`src/rtl/drive_arbiter.sv`:
```
`default_nettype none
// ============================================================================
// drive_arbiter : shares one H-bridge between line follower, servo and e-stop
// Rev 1.0 - initial release
// ============================================================================
module drive_arbiter #(
  parameter int DEAD_CYCLES = 100000,
  parameter int RAMP_STEP   = 250,
  parameter int RAMP_DIV    = 1000
) (
  input  logic        clk,
  input  logic        rst_n,
  input  logic [3:0]  follow_dir,
  input  logic [11:0] follow_duty_a,
  input  logic [11:0] follow_duty_b,
  input  logic        servo_req,
  output logic        servo_grant,
  input  logic        estop,
  output logic [3:0]  Direction,
  output logic [11:0] DutyA,
  output logic [11:0] DutyB,
  output logic [2:0]  arb_state
);

  typedef enum logic [2:0] {
    RUN       = 3'd0,
    RAMP_DOWN = 3'd1,
    DEAD      = 3'd2,
    HOLD      = 3'd3,
    FAULT     = 3'd4
  } state_t;

  localparam int RW = (RAMP_DIV > 1) ? $clog2(RAMP_DIV) : 1;
  localparam int DW = (DEAD_CYCLES > 1) ? $clog2(DEAD_CYCLES) : 1;

  localparam logic [RW-1:0] c_ramp_last = RW'(RAMP_DIV - 1);
  localparam logic [DW-1:0] c_dead_last = DW'(DEAD_CYCLES - 1);
  // A step wider than the duty range simply lands on the target.
  localparam logic [11:0]   c_step      = (RAMP_STEP > 4095) ? 12'd4095 : 12'(RAMP_STEP);

  state_t        state_q, state_d;
  logic [3:0]    dir_q, dir_d;
  logic [11:0]   duty_a_q, duty_a_d;
  logic [11:0]   duty_b_q, duty_b_d;
  logic          grant_q, grant_d;
  logic          flag_q, flag_d;
  logic [RW-1:0] ramp_cnt_q, ramp_cnt_d;
  logic [DW-1:0] dead_cnt_q, dead_cnt_d;

  logic          w_tick;
  logic [11:0]   w_tgt_a, w_tgt_b;
  logic [11:0]   w_ramp_a, w_ramp_b;
  logic          w_duties_zero;

  function automatic logic [11:0] ramp_to(input logic [11:0] cur, input logic [11:0] tgt);
    logic [11:0] diff;
    if (cur < tgt) begin
      diff    = tgt - cur;
      ramp_to = (diff > c_step) ? cur + c_step : tgt;
    end else begin
      diff    = cur - tgt;
      ramp_to = (diff > c_step) ? cur - c_step : tgt;
    end
  endfunction

  assign w_tick        = (ramp_cnt_q == c_ramp_last);
  assign w_duties_zero = (duty_a_q == 12'd0) && (duty_b_q == 12'd0);

  // Duties only chase the follower while it agrees with the live direction.
  always_comb begin
    w_tgt_a = 12'd0;
    w_tgt_b = 12'd0;
    if (state_q == RUN && !servo_req && follow_dir != 4'd0 && follow_dir == dir_q) begin
      w_tgt_a = follow_duty_a;
      w_tgt_b = follow_duty_b;
    end
  end

  assign w_ramp_a = w_tick ? ramp_to(duty_a_q, w_tgt_a) : duty_a_q;
  assign w_ramp_b = w_tick ? ramp_to(duty_b_q, w_tgt_b) : duty_b_q;

  always_comb begin
    state_d    = state_q;
    dir_d      = dir_q;
    duty_a_d   = 12'd0;
    duty_b_d   = 12'd0;
    grant_d    = 1'b0;
    flag_d     = 1'b0;
    dead_cnt_d = '0;
    ramp_cnt_d = w_tick ? '0 : ramp_cnt_q + RW'(1);

    case (state_q)
      RUN: begin
        duty_a_d = w_ramp_a;
        duty_b_d = w_ramp_b;
        if (servo_req) begin
          state_d = RAMP_DOWN;
          flag_d  = 1'b1;
        end else if (follow_dir == 4'd0) begin
          if (w_duties_zero) dir_d = 4'd0;
        end else if (dir_q == 4'd0) begin
          dir_d = follow_dir;
        end else if (follow_dir != dir_q) begin
          state_d = RAMP_DOWN;
        end
      end

      RAMP_DOWN: begin
        duty_a_d = w_ramp_a;
        duty_b_d = w_ramp_b;
        flag_d   = flag_q & servo_req;
        if (!flag_d && follow_dir == dir_q) begin
          state_d = RUN;
        end else if (w_ramp_a == 12'd0 && w_ramp_b == 12'd0) begin
          dir_d   = 4'd0;
          state_d = flag_d ? HOLD : DEAD;
        end
      end

      DEAD: begin
        dir_d      = 4'd0;
        dead_cnt_d = dead_cnt_q + DW'(1);
        // Loading the new direction on the exit edge keeps the zero gap exact.
        if (dead_cnt_q == c_dead_last) begin
          state_d    = RUN;
          dead_cnt_d = '0;
          if (!servo_req) dir_d = follow_dir;
        end
      end

      HOLD: begin
        dir_d   = 4'd0;
        grant_d = servo_req;
        flag_d  = servo_req;
        if (!servo_req) state_d = DEAD;
      end

      FAULT: begin
        dir_d = 4'd0;
        if (!estop) state_d = DEAD;
      end

      default: begin
        dir_d   = 4'd0;
        state_d = DEAD;
      end
    endcase

    if (estop) begin
      state_d    = FAULT;
      dir_d      = 4'd0;
      duty_a_d   = 12'd0;
      duty_b_d   = 12'd0;
      grant_d    = 1'b0;
      flag_d     = 1'b0;
      dead_cnt_d = '0;
    end
  end

  always_ff @(posedge clk) begin
    if (!rst_n) begin
      state_q    <= RUN;
      dir_q      <= 4'd0;
      duty_a_q   <= 12'd0;
      duty_b_q   <= 12'd0;
      grant_q    <= 1'b0;
      flag_q     <= 1'b0;
      ramp_cnt_q <= '0;
      dead_cnt_q <= '0;
    end else begin
      state_q    <= state_d;
      dir_q      <= dir_d;
      duty_a_q   <= duty_a_d;
      duty_b_q   <= duty_b_d;
      grant_q    <= grant_d;
      flag_q     <= flag_d;
      ramp_cnt_q <= ramp_cnt_d;
      dead_cnt_q <= dead_cnt_d;
    end
  end

  assign Direction   = dir_q;
  assign DutyA       = duty_a_q;
  assign DutyB       = duty_b_q;
  assign servo_grant = grant_q;
  assign arb_state   = state_q;

endmodule
`default_nettype wire

```
`config.mk`:
```
export PLATFORM = sky130hd
export DESIGN_NAME = drive_arbiter
export DESIGN_NICKNAME = d
export VERILOG_FILES = /design/src/rtl/drive_arbiter.sv
export SDC_FILE = /design/constraint.sdc
export NUM_CORES = 1
export LEC_CHECK = 0
export BUFFER_PORTS_ARGS = -buffer_cell sky130_fd_sc_hd__buf_2
export CORE_MARGIN = 2
export CORE_UTILIZATION = 60
export DETAILED_ROUTE_END_ITERATION = 8
export GPL_TIMING_DRIVEN = 0
export PLACE_DENSITY = 0.81
export RECOVER_POWER = 50
export SYNTH_ARGS = -nofsm -noshare
export SYNTH_HDL_FRONTEND = slang
export SYNTH_SLANG_ARGS = --single-unit
```
`constraint.sdc`:
```
create_clock -name clk -period 6.67 [get_ports clk]
set_clock_uncertainty 0.15 [all_clocks]
set_input_delay 0.3335 -clock clk [delete_from_list [all_inputs] [get_ports clk]]
set_output_delay 0.3335 -clock clk [all_outputs]
set_load 0.01 [all_outputs]
```
; Word level (Yosys, flattened, before mapping)
; Index checks and enable logic that the tools add are counted.
[totals]
word_cells = 111
output_inout_bits = 32
in_bits = 32
register_bits = 60
[op_classes]
n_mux = 32
n_eq_ne = 24
n_lt_le_gt_ge = 6
bitwise = 5
n_reduce_logical = 25
n_addsub = 10
[ops]
columns = cell, n
row1 = $mux 12, 10
row2 = $gt 12x8->1 const B, 4
row3 = $logic_not 12->1, 4
row4 = $sub 12x12->12, 4
row5 = $mux 4, 8
row6 = $mux 3, 9
row7 = $add 12x8->12 const B, 2
row8 = $lt 12x12->1, 2
row9 = $sub 12x8->12 const B, 2
row10 = $ne 3x3->1 const B, 6
row11 = $add 17x1->17 const B, 1
row12 = $eq 17x17->1 const B, 1
row13 = $ne 4x4->1 const B, 3
row14 = $pmux 3 s4, 1
row15 = $pmux 4 s3, 1
row16 = $reduce_and 6->1, 2
row17 = $add 10x1->10 const B, 1
row18 = $eq 10x10->1 const B, 1
row19 = $ne 2x2->1 const B, 5
row20 = $logic_not 4->1, 2
row21 = $eq 3x2->1 const B, 2
row22 = $logic_and 1x1->1, 6
row23 = $reduce_or 2->1, 3
row24 = $reduce_or 3->1, 2
row25 = 15 further kinds, 20

; Longest topological paths before layout
; Gate-level depths: netlist (run 1).
[logic_depth]
word_depth = 16
depth_mapped = 23
depth_no_buf = 20

; Worst setup path before layout (run 1)
; OpenSTA, ideal clock, no wires.
[synth_path]
path_kind = reg2reg
startpoint = reg dir_q[1] (netlist: Direction[1])
endpoint = reg dir_q[0] (netlist: Direction[0])
arrival_ns = 5.023
t_required_ns = 6.391
n_path_buf = 3
stages_incl_launch_ff = 24
synth_period_minus_slack_ns = 5.302
setup_ns = 0.129
setup_slack_ns = 1.368
path_cell_list = dfxtp_1 > xor2_1 > nor4_1 > and4b_1 > clkbuf_1 > clkbuf_1 > nand2_1 > inv_1 > ha_1 > inv_1 > fa_1 > a21o_1 > nand4_1 > a211oi_1 > or3_1 > a22oi_2 > and3_1 > buf_4 > mux2i_1 > nand3_1 > a2111oi_2 > nand3_1 > o41ai_2 > o21ai_1
[synth_between]
elab_chain_len = 12
elab_cells_between_ends = 31
cone_classes = add/sub (4) / order compare (6) / eq/ne (4) / mux (10) / reduce/logical (7)
[synth_lines]
columns = element, line_no
row1 = from (decl), 42  ; logic [3:0] dir_q, dir_d;
row2 = from (signal assigned), 172  ; dir_q <= dir_d;
row3 = $eq 4x4->1, "73, 112"
row4 = $logic_and 1x1->1, 73  ; if (state_q == RUN && !servo_req && follow_dir != 4'd0 && follow_dir == dir_q) begin
row5 = $mux 12, 73
row6 = $sub 12x12->12 (on tied branches), "61, 58"
row7 = $gt 12x8->1 (on tied branches), "62, 59"
row8 = $mux 12 (on tied branches), "62, 59"
row9 = $mux 12, 57  ; if (cur < tgt) begin
row10 = $mux 12 (on tied branches), "79, 80"
row11 = $logic_not 12->1, 114  ; end else if (w_ramp_a == 12'd0 && w_ramp_b == 12'd0) begin
row12 = $logic_and 1x1->1, 114
row13 = $ne 2x2->1 (no source line), --
row14 = $reduce_and 5->1 (no source line) (*), --
; Mark *: on every way between the ends. The rest lies on a longest branch, timed or not.
; A chain may end at the register's enable or synchronous reset.

; Worst setup path after layout (run 1)
[layout_path]
startpoint = reg dir_q[1] (netlist: Direction[1])
endpoint = reg state_q[1] (netlist: arb_state[1])
[layout_between]
elab_chain_len = 12
elab_cells_between_ends = 34
cone_classes = add/sub (4) / order compare (6) / eq/ne (5) / mux (12) / reduce/logical (7)
[layout_lines]
columns = element, line_no
row1 = $eq 4x4->1, "73, 112"
row2 = $logic_and 1x1->1, 73
row3 = $mux 12, 73
row4 = $sub 12x12->12 (on tied branches), "61, 58"
row5 = $gt 12x8->1 (on tied branches), "62, 59"
row6 = $mux 12 (on tied branches), "62, 59"
row7 = $mux 12, 57
row8 = $mux 12 (on tied branches), "79, 80"
row9 = $logic_not 12->1, 114
row10 = $logic_and 1x1->1, 114
row11 = $ne 3x3->1 (no source line), --
row12 = $reduce_and 6->1 (no source line), --
row13 = to (signal assigned), 171  ; state_q <= state_d;
row14 = to (decl), 41  ; state_t state_q, state_d;
; Parallel ways exist; a longest one is shown, timed or not.

==> impl_results.md, run 1 <==
* Outcome: complete, no violations
* Overall die height at 109 um
* Reg-to-Reg Start: Direction[1]
* H-tree Lvls at 3
* Top cells by count, synth: nand2_1, a21oi_1, nor2_1
* CTS Buffer Depth at 2
* Cell taking the most area after synthesis: dfxtp_1
* Hold slack at 0.0350 ns
* Placer Congestion at 0.986
* FP Rows at 38
* DR vias/cell at 6.44
* Setup crit end kind: flip-flop
* First-pass GRT wire length at 32100 um
* DRC at 0
* Final instance area at 7270 um^2
* Worst-margin pin slew at 1.15 ns
* Setup Fix Bufs, Post-CTS at 0
* Post-synth EDFFs at 0
* FF+latch count, synth at 60
* Ys async rst share at 0%
* CP Launch Point: Direction[1]
* Starting DRT DRC Count at 781
* Syn_nets at 983
* Hold crit path type: input pin to flip-flop
* Netlist cell types at 93
* CP endpoint: arb_state[1]
* Syn avg cell area at 7.37 um^2
* Reg2Reg Depth at 22
* Pre-CTS setup slack at -0.287 ns
* Port Buffers at 63
* DRT antenna net count at 0
* Worst-path fanout max at 10
* Max_cap viols at 0
* Total track usage at 34.6%
* N_diodes at 0
* Placed inst area at 7070 um^2
* Tcrit/Tclk final at 93.7%
* Mean routed wirelength per cell at 18.2 um
* Fin. Hold Viols at 0
* Post-synth top flop: dfxtp_1
* Max-slew violations at 0
* Fmax at 160 MHz
* Root Buffer: clkbuf_8
* Critical Path Source Type: flip-flop
* Setup slack, reg-to-reg at 0.42 ns
* Area of the die at 11800 um^2
* CTS buffer count at 9
* Layout cell share with drive strength beyond 1 at 11.0%
* Width of the die at 109 um
* Slowest CP cell: and4b_2
* TritonRoute pass-1 iters at 6
* Mapped Cells at 893
* Synth warnings at 0
* Mapped cell area at 6580 um^2
* Slew margin rel. at 22.4%
* Crit path arrival time at 6.39 ns
* Fin util at 67.7%
* Cell with the most instances after synthesis: nand2_1
* I/O pin total at 64
* Clk_lat worst skew at 0.36 ns
* Routed WL at 20200 um
* Power Density at 130 nW/um^2
* Synth top area share at 18.3%
* Routed vias at 7156
* Area delta synth->final at 10.5%
* CP Class: flip-flop to flip-flop
* Setup violations, final at 0
* CTS tree: built
* Crit path cell chain: xor2_1, nor4_2, and4b_2, clkbuf_4, nand2_1, inv_1, ha_1, inv_1, fa_1, a21o_1, nand4_1, a211oi_1, or3_1, a22oi_2, and3_1, buf_4, mux2i_1, o221ai_1, nor4_2, nand4_1, or3_1, a211oi_2
* HPWL Detailed at 15700 um
* Sequential element share of the synthesized area at 18.3%
* Initial Util at 61.2%
* Clk sinks at 60
* Fin crit period at 6.25 ns
* Largest net degree at the start of global routing at 14
* Clk slew on worst S/H paths at 0.09 ns
* Core area at 10700 um^2
* CP required at 6.81 ns
* Worst vdd ir at 157 uV
* Final net count at 1056
* Final setup margin at 0.419 ns
* Critical path's largest stage delay at 0.45 ns
* Area contributors post-synth: dfxtp_1, ha_1, a21oi_1, nand2_1, nor2_1
* Vias in the first global route at 6450
* R2R Path End: arb_state[1]
* Grt total ovfl at 0
* Leak at 2.96 nW
* Initial antenna violation count at 0
-- layout by cell type, fill, tap and decap left out, types with 6 or more instances in the layout --
| cell type | count |
|---|---|
| and3_1 | 13 |
| inv_1 | 56 |
| clkbuf_1 | 52 |
| xnor2_1 | 27 |
| buf_2 | 37 |
| or3_1 | 13 |
| nor2_1 | 74 |
| clkbuf_8 | 9 |
| nand4_1 | 17 |
| nor3_1 | 22 |
| a31oi_1 | 9 |
| dfxtp_1 | 60 |
| o21ai_0 | 35 |
| and4_1 | 8 |
| nor4_1 | 13 |
| nand2_1 | 90 |
| ha_1 | 54 |
| o31ai_1 | 6 |
| a21oi_1 | 76 |
| nand3_1 | 42 |
| and2_1 | 7 |
| o21ai_1 | 6 |
| o211ai_1 | 10 |
| nand2b_1 | 10 |
| nor2b_1 | 18 |
| a21o_1 | 16 |
| o22ai_1 | 11 |
| a211oi_1 | 9 |
| xor2_1 | 28 |
-- sequential cells by signal, summed over array words and instances, names as in the netlist --
| register | count |
|---|---|
| DutyB | 12 |
| servo_grant | 1 |
| Direction | 4 |
| dead_cnt_q | 17 |
| flag_q | 1 |
| DutyA | 12 |
| arb_state | 3 |
| ramp_cnt_q | 10 |
-- where the power goes --
group	internal (mW)	switching, mW	total [mW]	leakage, nW
Clock	0.178	0.177	0.355	0.101
Combinational	0.0797	0.145	0.224	2.38
Sequential	0.361	0.00421	0.366	0.484
-- per-stage QoR --
stage	cells	power [mW]	setup TNS, ns
6_report	1111	0.945	0
5_1_grt	1111	0.977	-0.0134
4_1_cts	1112	0.934	0
3_5_place_dp	1096	0.587	-1.33
3_3_place_gp	1096	0.586	-1.32
2_1_floorplan	893	0.527	0
-- layout make-up --
type / instances / area [um^2]
multi-input cells: 737 / 4990
fillers: 1017 / 3480
flip-flops and latches: 60 / 1200
repair buffers: 63 / 274
plain buffers: 39 / 216
inverters: 56 / 210
well taps: 140 / 175
clock buffers: 9 / 124
clock inverters: 7 / 81.3
-- worst max-delay path, delay by kind of cell (launching register included) --
kind,cells,cell delay [ns]
AO/OA/AOI/OAI,5,1.01
XOR/XNOR,1,0.17
adder cells (fa/ha/maj),2,0.58
buffers and inverters,4,0.73
flip-flops,1,0.35
multiplexers,1,0.24
AND/OR/NAND/NOR,9,2.94
-- how the worst min path moves through the flow --
| stage | cells past startpoint | to | start |
|---|---|---|---|
| after global routing | 2 | arb_state[2] | estop |
| after floorplan | 1 | ramp_cnt_q[0] | ramp_cnt_q[0] |
| final | 2 | arb_state[2] | estop |
| after CTS | 2 | arb_state[2] | estop |
| after global placement | 1 | ramp_cnt_q[0] | ramp_cnt_q[0] |
| after detailed placement | 1 | dead_cnt_q[0] | dead_cnt_q[0] |
-- cells by family (layout without fill, tap and decap cells) --
kind of cell | Yosys count | count (layout) | share of synthesized area (%)
AO/OA/AOI/OAI | 262 | 262 | 27.9
XOR/XNOR | 56 | 56 | 7.57
adder cells (fa/ha/maj) | 58 | 58 | 11.5
buffers and inverters | 96 | 174 | 6.47
flip-flops | 60 | 60 | 18.3
multiplexers | 9 | 9 | 1.45
AND/OR/NAND/NOR | 352 | 352 | 26.9
-- metal layers --
layer	GRT usage [%]	wire length [um]
met1	48.1	8890
met2	53.0	8800
met3	9.26	2210
met4	9.25	350
met5	0	0
-- what timing repair did --
action	4_1_cts	5_1_grt
gates resized for setup	2	8
hold buffers	0	0
pin swaps	0	1
setup endpoints to repair	5	6
Note: power is estimated with default switching activity, not from simulation.
==> run 2, diff against run 1 <==
CORE_UTILIZATION = 55   (was 60)
GPL_ROUTABILITY_DRIVEN = 0   (was default)
PLACE_DENSITY = 0.78   (was 0.81)
clock period = 5.46 ns   (was 6.67 ns; I/O delays follow)
==> impl_results.md, run 2 (synthesis gave the netlist of run 1 again) <==
* Outcome: complete, no violations
* Max-slew violations at 0 (unchanged)
* DRC at 0 (unchanged)
* DR vias/cell at 6.57 (+2.0%)
* Fin cells at 1157 (+4.1%)
* Grt total ovfl at 0 (unchanged)
* Critical Path Source Type: flip-flop
* CTS tree: built
* Clk slew on worst S/H paths at 0.06 ns (-0.03 ns)
* Area delta synth->final at 25.1%
* Overall die height at 113 um (+4.3%)
* Multi-input logic area at 5440 um^2 (+9.1%)
* Final net count at 1099 (+4.1%)
* Routed vias at 7604 (+6.3%)
* CP Class: flip-flop to flip-flop
* Hold crit path type: input pin to flip-flop
* H-tree Lvls at 3 (unchanged)
* Largest net degree at the start of global routing at 14 (unchanged)
* N_diodes at 0 (unchanged)
* Initial antenna violation count at 0 (unchanged)
* Routed WL at 22100 um (+9.4%)
* HPWL Detailed at 15400 um (-1.8%)
* First-pass GRT wire length at 33500 um (+4.2%)
* Leak at 3.47 nW (+17%)
* RSZ-0062 raised after global routing: yes
* Hold slack at 0.0293 ns (-0.00571 ns)
* Fin crit period at 5.45 ns (-0.805 ns)
* FF+latch area at 1200 um^2 (+0.21%)
* Vias in the first global route at 6644 (+3.0%)
* Layout fillers at 945 (-7.1%)
* CP required at 5.53 ns (-1.28 ns)
* Core area at 11600 um^2 (+7.6%)
* Fin. Hold Viols at 0 (unchanged)
* Tcrit/Tclk final at 99.7% (+6.0 points)
* Placed insts at 1099 (+0.27%)
* CTS Buffer Depth at 2 (unchanged)
* Clk sinks at 60 (unchanged)
* Layout cell share with drive strength beyond 1 at 25.0% (+14 points)
* Mean routed wirelength per cell at 19.1 um (+5.0%)
* Slew margin rel. at 16.1% (-6.3 points)
* Total track usage at 32.0% (-2.6 points)
* Port Buffers at 63 (unchanged)
* FP Rows at 39 (+2.6%)
* CTS buffer count at 9 (unchanged)
* Flip-flop count of the largest register after layout at 17 (unchanged)
* Max_cap viols at 0 (unchanged)
* Most frequent cells in the layout: nand2_1, nor2_1, buf_2, a21oi_1, dfxtp_1
* Width of the die at 113 um (+4.3%)
* DRT antenna net count at 0 (unchanged)
* Fmax at 184 MHz (+15%)
* Worst vdd ir at 198 uV (+26%)
* Min-delay src: estop
* Power Density at 172 nW/um^2 (+32%)
* Crit path arrival time at 5.51 ns (-0.88 ns)
* Commonest non-fill, non-tap cell in the layout: nand2_1
* Root Buffer: clkbuf_16
* Worst-margin pin slew at 1.25 ns (+0.0943 ns)
* Area of the die at 12900 um^2 (+8.8%)
* CP Launch Point: Direction[0]
* Top reg by flops: dead_cnt_q
* Clk_lat worst skew at 0.34 ns (-0.02 ns)
* Setup violations, final at 0 (unchanged)
* Worst-path fanout max at 9 (-1)
* # hold bufs at CTS at 0 (unchanged)
* Starting DRT DRC Count at 1090 (+40%)
* Setup crit end kind: flip-flop
* Reg-to-Reg Start: Direction[0]
* Initial Util at 56.9% (-4.3 points)
* I/O pin total at 64 (unchanged)
* TritonRoute pass-1 iters at 6 (unchanged)
## run 2: cell count changes in the layout (fill, tap and decap cells not counted), moves of 6 or more
cell / delta
buf_4: +42
clkbuf_1: -35
buf_2: +30
a21oi_1: -14
a21oi_2: +11
clkbuf_16: +10
clkbuf_8: -9
nand3_1: -7
nand2_1: -6
## run 2: final timing paths
check | end | slack, ns | cells after the start
setup reg to reg | Direction[3] | 0.01 | 23
hold reg to reg | dead_cnt_q[0] | 0.32 | 1
setup / recovery | Direction[3] | 0.01 | 23
hold / removal | arb_state[2] | 0.03 | 2
## run 2: power by group
group          total, mW  switching, mW  leakage [nW]  internal, mW
logic              0.416          0.233          2.85         0.183
clock network      0.548          0.235         0.135         0.314
registers          0.447        0.00518         0.485         0.442
## run 2: critical path: stages, from the launching register on
cell	delay, ns
dfxtp_2	0.33
xor2_1	0.17
nor4_2	0.32
and4b_2	0.35
clkbuf_16	0.18
buf_4	0.18
nand2_1	0.13
inv_1	0.08
ha_1	0.22
buf_2	0.19
a21oi_2	0.28
a211o_1	0.17
and3_1	0.16
xor2_1	0.19
nand4_1	0.24
buf_4	0.23
o22ai_1	0.21
and3_1	0.24
o2111ai_2	0.16
a2111oi_4	0.39
nand3_2	0.18
buf_6	0.16
o41ai_4	0.29
o21ai_1	0.12
## run 2: through the flow
stage | total power, mW | TNS, ns | setup WS, ns | utilization [%] | instance area, um^2
2_1_floorplan | 0.644 | 0 | 0.158 | - | 6580
3_3_place_gp | 0.714 | -11.33 | -1.42 | 61.2 | 7070
3_5_place_dp | 0.716 | -11.00 | -1.39 | 61.2 | 7070
4_1_cts | 1.30 | 0 | 0.00366 | 65.9 | 7630
5_1_grt | 1.45 | -0.860 | -0.174 | 71.2 | 8230
6_report | 1.41 | 0 | 0.0137 | 71.2 | 8230
## run 2: area by class of cell
cell class              instances  area share (%)
plain buffers                  36            3.00
well taps                     143            2.17
repair buffers                109            8.06
clock inverters                 7           0.699
clock buffers                   9            2.74
inverters                      56            2.58
multi-input cells             737            66.1
flip-flops and latches         60            14.6
## run 2: layer usage
layer  global-route usage [%]  share of wire, %  vias to the layer above
li1                         -                 -                     3515
met1                     44.7                40                     3473
met2                     49.4                44                      511
met3                     7.07                12                      105
met4                     9.84               3.6                        0
met5                        0                 0                        -
## run 2: what timing repair did
action / in CTS / in global routing
buffers inserted: 15 / 31
pin swaps: 13 / 49
endpoints found under the setup margin: 22 / 6
gates resized for setup: 34 / 88
==> run 3, diff against run 2 <==
SETUP_SLACK_MARGIN = 0.2   (was default)
==> impl_results.md, run 3 (synthesis gave the netlist of run 1 again) <==
* Vias in the first global route at 6979 (+5.0%)
* CP Class: flip-flop to flip-flop
* CP Launch Point: Direction[1]
* CTS tree: built
* Root Buffer: clkbuf_16
* Outcome: complete, no violations
* Switching power at 0.475 mW (+0.44%)
* Max_cap viols at 0 (unchanged)
* Fin crit period at 5.40 ns (-0.0448 ns)
* # hold bufs at CTS at 0 (unchanged)
* Fin util at 72.3% (+1.2 points)
* Area of the die at 12900 um^2 (unchanged)
* Width of the die at 113 um (unchanged)
* Crit path arrival time at 5.51 ns (about the same)
* Worst-margin pin slew at 1.13 ns (-0.119 ns)
* Critical path's most frequent cell: buf_8
* Routed vias at 7578 (-0.34%)
* Hold slack at 0.00594 ns (-0.0234 ns)
* N_diodes at 0 (unchanged)
* Fmax at 185 MHz (+0.83%)
* Top reg by flops: dead_cnt_q
* Slowest CP cell: or3_4
* Largest net degree at the start of global routing at 14 (unchanged)
* Leak at 3.46 nW (-0.25%)
* Overall die height at 113 um (unchanged)
* Routed WL at 22000 um (-0.57%)
* Layout fillers at 921 (-2.5%)
* Critical Path Source Type: flip-flop
* CP required at 5.57 ns (+0.04 ns)
* FF+latch area at 1200 um^2 (+0.10%)
* Clock power frac at 38.4% (-0.4 points)
* Clk sinks at 60 (unchanged)
* Mean routed wirelength per cell at 19.0 um (-0.83%)
* Starting DRT DRC Count at 894 (-18%)
* First-pass GRT wire length at 35100 um (+4.8%)
* DRT antenna net count at 0 (unchanged)
* Most frequent cells in the layout: nand2_1, nor2_1, a21oi_1, dfxtp_1, buf_2
* Power Density at 170 nW/um^2 (-0.84%)
* Initial Util at 56.9% (unchanged)
* Min-delay src: estop
* DR vias/cell at 6.53 (-0.60%)
* Fin. Hold Viols at 0 (unchanged)
* Port Buffers at 63 (unchanged)
* DRC at 0 (unchanged)
* I/O pin total at 64 (unchanged)
* Slew margin rel. at 24.1% (+8.0 points)
* Grt total ovfl at 0 (unchanged)
* Reg-to-Reg Start: Direction[1]
* Sequential power share at 31.5% (-0.2 points)
* Flip-flop count of the largest register after layout at 17 (unchanged)
* Total track usage at 33.8% (+1.9 points)
* Max-slew violations at 0 (unchanged)
* H-tree Lvls at 3 (unchanged)
* Clk_lat worst skew at 0.34 ns (about the same)
* Worst vdd ir at 198 uV (-0.19%)
* Clk slew on worst S/H paths at 0.06 ns (about the same)
* Switching part of the total at 33.4% (-0.12 points)
* Layout cell share with drive strength beyond 1 at 25.2% (+0.12 points)
* Logic pwr share at 30.2% (+0.7 points)
* Hold crit path type: input pin to flip-flop
* HPWL Detailed at 15300 um (-0.77%)
* Setup violations, final at 0 (unchanged)
* RSZ-0062 raised after global routing: yes
* Area delta synth->final at 27.2%
* Multi-input logic area at 5540 um^2 (+1.7%)
* Fin cells at 1160 (+0.26%)
* Worst-path fanout max at 6 (-3)
* Final net count at 1102 (+0.27%)
* Initial antenna violation count at 0 (unchanged)
* Tcrit/Tclk final at 98.9% (-0.82 points)
* FP Rows at 39 (unchanged)
* TritonRoute pass-1 iters at 7 (+1)
* Int Power at 0.948 mW (+0.99%)
* CTS Buffer Depth at 2 (unchanged)
* CTS buffer count at 9 (unchanged)
* Core area at 11600 um^2 (unchanged)
* Setup crit end kind: flip-flop
* Commonest non-fill, non-tap cell in the layout: nand2_1
* Critical path's largest stage delay at 0.36 ns (-0.03 ns)
* Placed insts at 1099 (unchanged)
* Final setup TNS at 0 ns (unchanged)
[run 3: cell count changes in the layout (fill, tap and decap cells not counted), sizes merged]
cell    before  now
buf        124  113
clkbuf      30   44
clkinv       1    3
inv         60   58
[run 3: power groups by stage]
stage | logic [mW] | clock network (mW) | registers (mW)
final | 0.429 | 0.546 | 0.448
after global routing | 0.449 | 0.566 | 0.448
after CTS | 0.362 | 0.545 | 0.447
after detailed placement | 0.258 | 0 | 0.457
after global placement | 0.257 | 0 | 0.457
after floorplan | 0.187 | 0 | 0.457
[run 3: routing by layer]
layer	routed length (um)	up-vias	GRT usage [%]
met5	0	-	0
met4	823	0	13.2
met3	2350	91	7.92
met2	9710	463	53.2
met1	9140	3520	45.2
li1	-	3504	-
[run 3: worst max-delay path: cells and delay by family, from the launching register on]
| family | cells | cell delay [ns] |
|---|---|---|
| simple gates | 9 | 2.14 |
| mux | 1 | 0.13 |
| buf+inv | 7 | 0.84 |
| compound gates | 5 | 1.05 |
| flops | 1 | 0.33 |
| fa+ha+maj | 2 | 0.47 |
| xor+xnor | 1 | 0.16 |
[run 3: area by class of cell]
class                      count  share of cell area (%)
tap                          143                    2.14
clock buffer                   9                    2.69
sequential                    60                    14.4
timing repair buffer         108                    7.97
inverter                      56                    2.54
multi-input combinational    737                    66.2
clock inverter                 7                   0.733
buffer                        40                    3.35
[run 3: path summary, 6_finish.rpt]
| check | end | slack (ns) | depth (start not counted) |
|---|---|---|---|
| hold reg to reg | dead_cnt_q[0] | 0.31 | 1 |
| hold / removal | arb_state[2] | 0.006 | 2 |
| setup / recovery | arb_state[1] | 0.06 | 25 |
| setup reg to reg | arb_state[1] | 0.06 | 25 |
[run 3: stage by stage]
stage	cell area, um^2	power (mW)	worst slack (ns)
global route	8370	1.46	-0.137
detailed placement	7070	0.715	-1.31
CTS	7990	1.35	0.165
finish	8370	1.42	0.0585
floorplan	6580	0.644	0.261
global placement	7070	0.714	-1.35
[run 3: timing repair]
item / 4_1_cts / 5_1_grt
gates cloned: 1 / 0
gates resized for setup: 86 / 64
endpoints found under the hold margin: 0 / 0
buffers inserted: 27 / 17
setup endpoints to repair: 30 / 6
pin swaps: 39 / 35
